`config.mk`:
```
export PLATFORM = sky130hd
export DESIGN_NAME = ps2_kbd_rx
export DESIGN_NICKNAME = d
export VERILOG_FILES = /design/src/rtl/ps2_kbd_rx.sv
export SDC_FILE = /design/constraint.sdc
export NUM_CORES = 1
export LEC_CHECK = 0
export CORE_MARGIN = 3
export CORE_UTILIZATION = 60
export CTS_CLUSTER_DIAMETER = 120
export CTS_CLUSTER_SIZE = 14
export DETAILED_ROUTE_END_ITERATION = 16
export GPL_ROUTABILITY_DRIVEN = 0
export PLACE_DENSITY_LB_ADDON = 0.08
export RECOVER_POWER = 25
export SYNTH_ARGS = -nofsm -noshare
export SYNTH_HDL_FRONTEND = slang
export SYNTH_SLANG_ARGS = --single-unit
export TNS_END_PERCENT = 1
```
`constraint.sdc`:
```
create_clock -name clk_sys -period 5.6 [get_ports clk_sys]
set_clock_uncertainty 0.1 [all_clocks]
set_input_delay 0.84 -clock clk_sys [delete_from_list [all_inputs] [get_ports clk_sys]]
set_output_delay 0.84 -clock clk_sys [all_outputs]
set_load 0.01 [all_outputs]
```
`src/rtl/ps2_kbd_rx.sv`:
```
`default_nettype none
// ============================================================================
//  Module   : ps2_kbd_rx
//  Purpose  : PS/2 keyboard receiver. Synchronises ps2_clk/ps2_data into
//             clk_sys, deframes 11-bit frames (start, 8 data LSB first, odd
//             parity, stop), folds E0/F0 prefixes into extended/released and
//             pulses key_strobe per scan code. Stalled frames are aborted
//             after TIMEOUT clk_sys cycles without a ps2_clk fall.
//  Macro    : PS2_PARITY_CHECK_EN - when defined, a parity mismatch is a
//             frame error; otherwise the parity bit is consumed and ignored.
//  Ports    : clk_sys    - system clock, rising edge
//             reset_n    - asynchronous active-low reset
//             ps2_clk    - PS/2 clock (idles high)
//             ps2_data   - PS/2 data, sampled on ps2_clk falls
//             scan_code  - last non-prefix byte received
//             extended   - E0 prefix preceded scan_code
//             released   - F0 prefix preceded scan_code
//             key_strobe - one-cycle pulse when the three above update
//             frame_err  - one-cycle pulse on start/parity/stop/timeout error
//  Revision : 1.0 - initial release
// ============================================================================
module ps2_kbd_rx #(
  parameter int TIMEOUT = 20000
) (
  input  logic       clk_sys,
  input  logic       reset_n,
  input  logic       ps2_clk,
  input  logic       ps2_data,
  output logic [7:0] scan_code,
  output logic       extended,
  output logic       released,
  output logic       key_strobe,
  output logic       frame_err
);

  localparam logic [15:0] C_TIMEOUT = 16'(TIMEOUT);

  typedef enum logic [1:0] {
    IDLE   = 2'd0,
    DATA   = 2'd1,
    PARITY = 2'd2,
    STOP   = 2'd3
  } state_t;

  state_t      state_q;
  logic        clk_meta_q, clk_sync_q, clk_prev_q;
  logic        dat_meta_q, dat_sync_q;
  logic [2:0]  bit_cnt_q;
  logic [7:0]  shift_q;
  logic [15:0] cnt_q;
  logic        ext_q, rel_q;
`ifdef PS2_PARITY_CHECK_EN
  logic        parity_q;
`endif

  logic ps2_fall;
  logic timeout_hit;
  logic frame_ok;

  assign ps2_fall    = clk_prev_q & ~clk_sync_q;
  // A fall in the same cycle wins: the line is alive, so no timeout.
  assign timeout_hit = (state_q != IDLE) && (cnt_q == C_TIMEOUT) && !ps2_fall;

`ifdef PS2_PARITY_CHECK_EN
  // Odd parity: the XOR of all data bits and the parity bit must be 1.
  assign frame_ok = dat_sync_q & ((^shift_q) ^ parity_q);
`else
  assign frame_ok = dat_sync_q;
`endif

  always_ff @(posedge clk_sys or negedge reset_n) begin
    if (!reset_n) begin
      state_q    <= IDLE;
      clk_meta_q <= 1'b1;
      clk_sync_q <= 1'b1;
      clk_prev_q <= 1'b1;
      dat_meta_q <= 1'b1;
      dat_sync_q <= 1'b1;
      bit_cnt_q  <= 3'd0;
      shift_q    <= 8'h00;
      cnt_q      <= 16'd0;
      ext_q      <= 1'b0;
      rel_q      <= 1'b0;
`ifdef PS2_PARITY_CHECK_EN
      parity_q   <= 1'b0;
`endif
      scan_code  <= 8'h00;
      extended   <= 1'b0;
      released   <= 1'b0;
      key_strobe <= 1'b0;
      frame_err  <= 1'b0;
    end else begin
      clk_meta_q <= ps2_clk;
      clk_sync_q <= clk_meta_q;
      clk_prev_q <= clk_sync_q;
      dat_meta_q <= ps2_data;
      dat_sync_q <= dat_meta_q;
      key_strobe <= 1'b0;
      frame_err  <= 1'b0;

      // Inactivity counter: cleared on every fall, frozen in IDLE, saturating.
      if (ps2_fall) begin
        cnt_q <= 16'd0;
      end else if ((state_q != IDLE) && (cnt_q != C_TIMEOUT)) begin
        cnt_q <= cnt_q + 16'd1;
      end

      if (timeout_hit) begin
        state_q   <= IDLE;
        frame_err <= 1'b1;
        ext_q     <= 1'b0;
        rel_q     <= 1'b0;
        cnt_q     <= 16'd0;
      end else if (ps2_fall) begin
        case (state_q)
          IDLE: begin
            if (!dat_sync_q) begin
              state_q   <= DATA;
              bit_cnt_q <= 3'd0;
            end else begin
              frame_err <= 1'b1;
              ext_q     <= 1'b0;
              rel_q     <= 1'b0;
            end
          end
          DATA: begin
            shift_q   <= {dat_sync_q, shift_q[7:1]};
            bit_cnt_q <= bit_cnt_q + 3'd1;
            if (bit_cnt_q == 3'd7) state_q <= PARITY;
          end
          PARITY: begin
`ifdef PS2_PARITY_CHECK_EN
            parity_q <= dat_sync_q;
`endif
            state_q  <= STOP;
          end
          STOP: begin
            state_q <= IDLE;
            if (frame_ok) begin
              if (shift_q == 8'hE0) begin
                ext_q <= 1'b1;
              end else if (shift_q == 8'hF0) begin
                rel_q <= 1'b1;
              end else begin
                scan_code  <= shift_q;
                extended   <= ext_q;
                released   <= rel_q;
                key_strobe <= 1'b1;
                ext_q      <= 1'b0;
                rel_q      <= 1'b0;
              end
            end else begin
              // Drop pending prefixes so they never attach across a bad frame.
              frame_err <= 1'b1;
              ext_q     <= 1'b0;
              rel_q     <= 1'b0;
            end
          end
          default: state_q <= IDLE;
        endcase
      end
    end
  end

endmodule
`default_nettype wire

```
# Yosys cells after proc, flatten, opt, wreduce, memory -nomap -nowiden
# Index checks and enable logic that the tools add are counted.
# Widths: inputs -> output; s select.
[op_classes]
n_addsub = 2
eq_ne = 14
muxes = 34
bitwise = 5
n_reduce_logical = 16
[ops]
columns = ["operator", "n"]
rows = [
  ["$mux 16", 3],
  ["$mux 1", 21],
  ["$add 16x1->16 const B", 1],
  ["$eq 16x15->1 const B", 1],
  ["$eq 8x8->1 const B", 2],
  ["$ne 16x15->1 const B", 1],
  ["$reduce_and 4->1", 3],
  ["$ne 3x3->1 const B", 3],
  ["$mux 2", 4],
  ["$pmux 2 s4", 1],
  ["$pmux 1 s2", 3],
  ["$pmux 3 s2", 1],
  ["$reduce_and 3->1", 2],
  ["$reduce_and 6->1", 1],
  ["$reduce_bool 2->1", 3],
  ["$reduce_bool 3->1", 2],
  ["$ne 5x5->1 const B", 1],
  ["$eq 2x2->1 const B", 2],
  ["$ne 4x4->1 const B", 1],
  ["$not 1->1", 4],
  ["$add 3x1->3 const B", 1],
  ["$eq 3x3->1 const B", 1],
  ["$logic_and 1x1->1", 3],
  ["$mux 3", 1],
  ["5 further kinds", 5],
]
[word_totals]
reg_bits = 48
input_bits = 4
output_inout_bits = 12
wordCells = 87

# Depth between registers and ports, before layout
[depth]
ltp_word = 7
ltp_mapped = 7
depth_no_buf = 6

# Least setup slack after synthesis
# OpenSTA, ideal clock, no wires.
[synth_path]
kind = "register -> register"
from = "register state_q[0]"
to = "register rel_q"
arrival_ns = 1.741
required_time_ns = 5.414
path_slack_ns = 3.673
stages_incl_launch_ff = 7
period_less_slack_ns = 1.927
path_cell_list = "dfrtp_1 -> inv_1 -> ha_1 -> nor4bb_1 -> nand4_1 -> or3b_2 -> a32oi_1"
[synth_via]
elab_chain_cells = 5
[synth_lines]
columns = ["item", "line", "rtl"]
rows = [
  ["from (decl)", "45", "state_t state_q;"],
  ["from (signal assigned)", "73", "state_q <= IDLE;"],
  ["from (signal assigned)", "109", "state_q <= IDLE;"],
  ["from (signal assigned)", "118", "state_q <= DATA;"],
  ["$reduce_bool 2->1", "62", "assign timeout_hit = (state_q != IDLE) && (cnt_q == C_TIMEOUT) && !ps2_fall;"],
  ["$logic_and 1x1->1 (2 in a row)", "62", ""],
  ["$ne 4x4->1 (no source line), or another cell as far along", "n/a", ""],
  ["$reduce_and 4->1 (no source line)", "n/a", ""],
  ["to (signal assigned)", "83", "rel_q <= 1'b0;"],
  ["to (signal assigned)", "112", "rel_q <= 1'b0;"],
  ["to (signal assigned)", "123", "rel_q <= 1'b0;"],
  ["to (decl)", "51", "logic ext_q, rel_q;"],
]
# Parallel ways exist; a longest one is shown, timed or not. The select of a mux whose other input is x is not followed.
# A chain may end at the register's enable or synchronous reset.

==> flow_summary.ini <==
[run_status]
status = finished, violations left
violations = max-capacitance violations, max-slew violations

[timing]
fin_crit_ns = 2.78
fin_tns_setup_ns = 0
clock.fmax_mhz = 360
period_share_pct = 49.6
fin_ws_ns = 2.82
hold_viol = 0
relSlewSlack_pct = -63.7
setup_viol = 0
tightestPinTransition_ns = 2.46
rsz0062_at_grt = no
drv_slew = 49

[clocking]
cts.clk_slew.worst_paths_ns = 0.08
cts.sinks = 48
ctsRootBufferMaster = clkbuf_8
post-cts-setup-buffer-count = 0
clockBufferDepth = 2
cts_made_buffers = 5
cts_tree = done
h-tree-depth = 2
clock_latency_ns = 0.29
cts_resized = 0
cts_hold_buffers = 0

[worst_setup_path]
cp_max_fo = 48
end_kind = async pin
cp-start-kind = input pin
path_cells = clkbuf_1
crit_type = in2async
cp_slowest_stage_delay_ns = 1.72
rr_endpoint = scan_code[5]$_DFFE_PN0P_
crit_cells = 1
required_ns = 5.40
crit_buf_inv = 1
slowest_stage = clkbuf_1
timing.rr.start = clk_prev_q$_DFF_PN1_
cpLargestDelayFamily = buffers and inverters
crit_path_end = bit_cnt_q[0]$_DFFE_PN0P_
rrSetupSlack_ns = 2.92
critPathArrivalTime_ns = 2.58
rr_worst_depth = 4
crit_start = reset_n

[routing]
wire_per_inst_um = 17.7
drt-pass1-iter-count = 4
num_vias = 1666
viasPerCell = 6.31
drtAntennaViolNets = 0
totalWireLength_um = 4660
drtIter0Drc = 135
drc_errors = 0

[global_route]
antenna_found_initial = 0
grt_pass1_wl_um = 7930
grt.total_usage_pct = 23.5
overflow = 0
grt_start_max_net_pins = 49
grt_pass1_vias = 1674

[synthesis]
yosys_warnings = 0
syn_area_sq_mm = 0.00228
synth_edf_count = 0
syn_area_per_cell_sq_um = 11.3
synth_nets = 214
synthArstFlopShare_pct = 100
yosysSeqAreaShare_pct = 52.9
synth_seq_cells = 48
ys.flop_type = dfrtp_1
postSynthCellCount = 202
synth.distinct_cells = 42

[power_and_ir_drop]
total_power_mw = 1.00
leakage_nw = 1.12
pwr_density_cell_mw_per_mm2 = 390
peakVddDrop_mv = 0.229

[floorplanning]
coreArea_sq_mm = 0.00349
die_w_um = 67.7
die_h_um = 67.7
io_pins = 16
num_rows = 21
die_area_sq_mm = 0.00458
initial_core_util_pct = 65.3

[finish]
drive_above_1_share_pct = 16.1
num-nets-final = 229
n_fill_cell = 236
area_growth_pct = 12.9
instances_no_fill = 264
n_antenna_cell = 0

[place]
place.port_buffers = 15
dp_slack_ns = 2.96
hpwl_um = 3260
placedCellCount = 256

[hold_path]
min_path_type = reg2reg

[flow_run]
drv_cap = 1
[routing by layer]
| metal | share of wire (%) | global-route usage (%) |
|---|---|---|
| met3 | 3.8 | 5.32 |
| met5 | 0 | 0 |
| met1 | 44 | 29.1 |
| met4 | 1.2 | 7.34 |
| met2 | 51 | 40.6 |
[report_power, final]
group / switching (mW) / internal (mW)
logic: 0.136 / 0.126
registers: 0.0691 / 0.417
clock network: 0.111 / 0.146
[cells in the mapped netlist (3+ instances only)]
cell	number	area (sq um)
dfrtp_1	43	1080
mux2_2	18	203
a21oi_1	12	60.1
nor2_1	10	37.5
o21ai_0	10	50.1
nand2_1	9	33.8
nand3_1	9	45.0
ha_1	8	100
inv_1	8	30.0
clkbuf_1	6	22.5
xnor2_1	6	52.6
dfstp_2	5	131
nand2b_1	5	31.3
nand4_1	5	31.3
nor4_1	4	25.0
a211oi_1	3	22.5
nand3b_1	3	22.5
o31ai_1	3	22.5
or3_1	3	18.8
or4_1	3	22.5
[worst min-delay path by stage]
stage	from	endpoint	slack [ns]	cells after the start
6_report	dat_meta_q$_DFF_PN1_	dat_sync_q$_DFF_PN1_	0.26	0
4_1_cts	dat_meta_q$_DFF_PN1_	dat_sync_q$_DFF_PN1_	0.26	0
5_1_grt	clk_meta_q$_DFF_PN1_	clk_sync_q$_DFF_PN1_	0.27	0
3_3_place_gp	dat_meta_q$_DFF_PN1_	dat_sync_q$_DFF_PN1_	0.25	0
3_5_place_dp	dat_meta_q$_DFF_PN1_	dat_sync_q$_DFF_PN1_	0.25	0
2_1_floorplan	clk_meta_q$_DFF_PN1_	clk_sync_q$_DFF_PN1_	0.25	0
[registers in the layout, summed over array words and instances (netlist names), 2 cells and up]
register and flops:
shift_q 8, cnt_q 16, scan_code 8, state_q 2
bit_cnt_q 3
[cell families after synthesis]
family / Yosys count / synth area share (%)
mux: 18 / 8.89
flops: 48 / 52.9
buf+inv: 15 / 2.52
simple gates: 67 / 17.9
fa+ha+maj: 8 / 4.39
compound gates: 39 / 10.6
xor+xnor: 7 / 2.69
[layout make-up]
class	count	area [sq um]	area share, %
Sequential cell	48	1210	46.9
Multi-Input combinational cell	139	1020	39.4
Clock buffer	6	82.6	3.21
Tap cell	46	57.6	2.23
Clock inverter	2	38.8	1.51
Timing Repair Buffer	15	144	5.59
Inverter	8	30.0	1.17
[per-stage QoR]
step	hold WS [ns]	util, %	area (sq um)
2_1_floorplan	0.245	-	2280
3_3_place_gp	0.246	70.3	2460
3_5_place_dp	0.247	70.3	2460
4_1_cts	0.260	73.8	2580
5_1_grt	0.273	73.7	2580
6_report	0.259	73.7	2580
[layout by cell type, fill, tap and decap left out, types with 3 or more instances in the layout]
cell type | Yosys | final
or3_1 | 3 | 3
clkdlybuf4s50_1 | 0 | 12
mux2_2 | 18 | 18
or4_1 | 3 | 3
nand3_1 | 9 | 9
nand4_1 | 5 | 5
nand3b_1 | 3 | 3
a211oi_1 | 3 | 3
inv_1 | 8 | 8
ha_1 | 8 | 8
xnor2_1 | 6 | 6
nand2_1 | 9 | 9
nand2b_1 | 5 | 5
o21ai_0 | 10 | 10
a21oi_1 | 12 | 12
nor4_1 | 4 | 4
nor2_1 | 10 | 10
clkbuf_8 | 0 | 6
o31ai_1 | 3 | 3
dfrtp_1 | 43 | 43
dfstp_2 | 5 | 4
(Power assumes the default switching activity.)
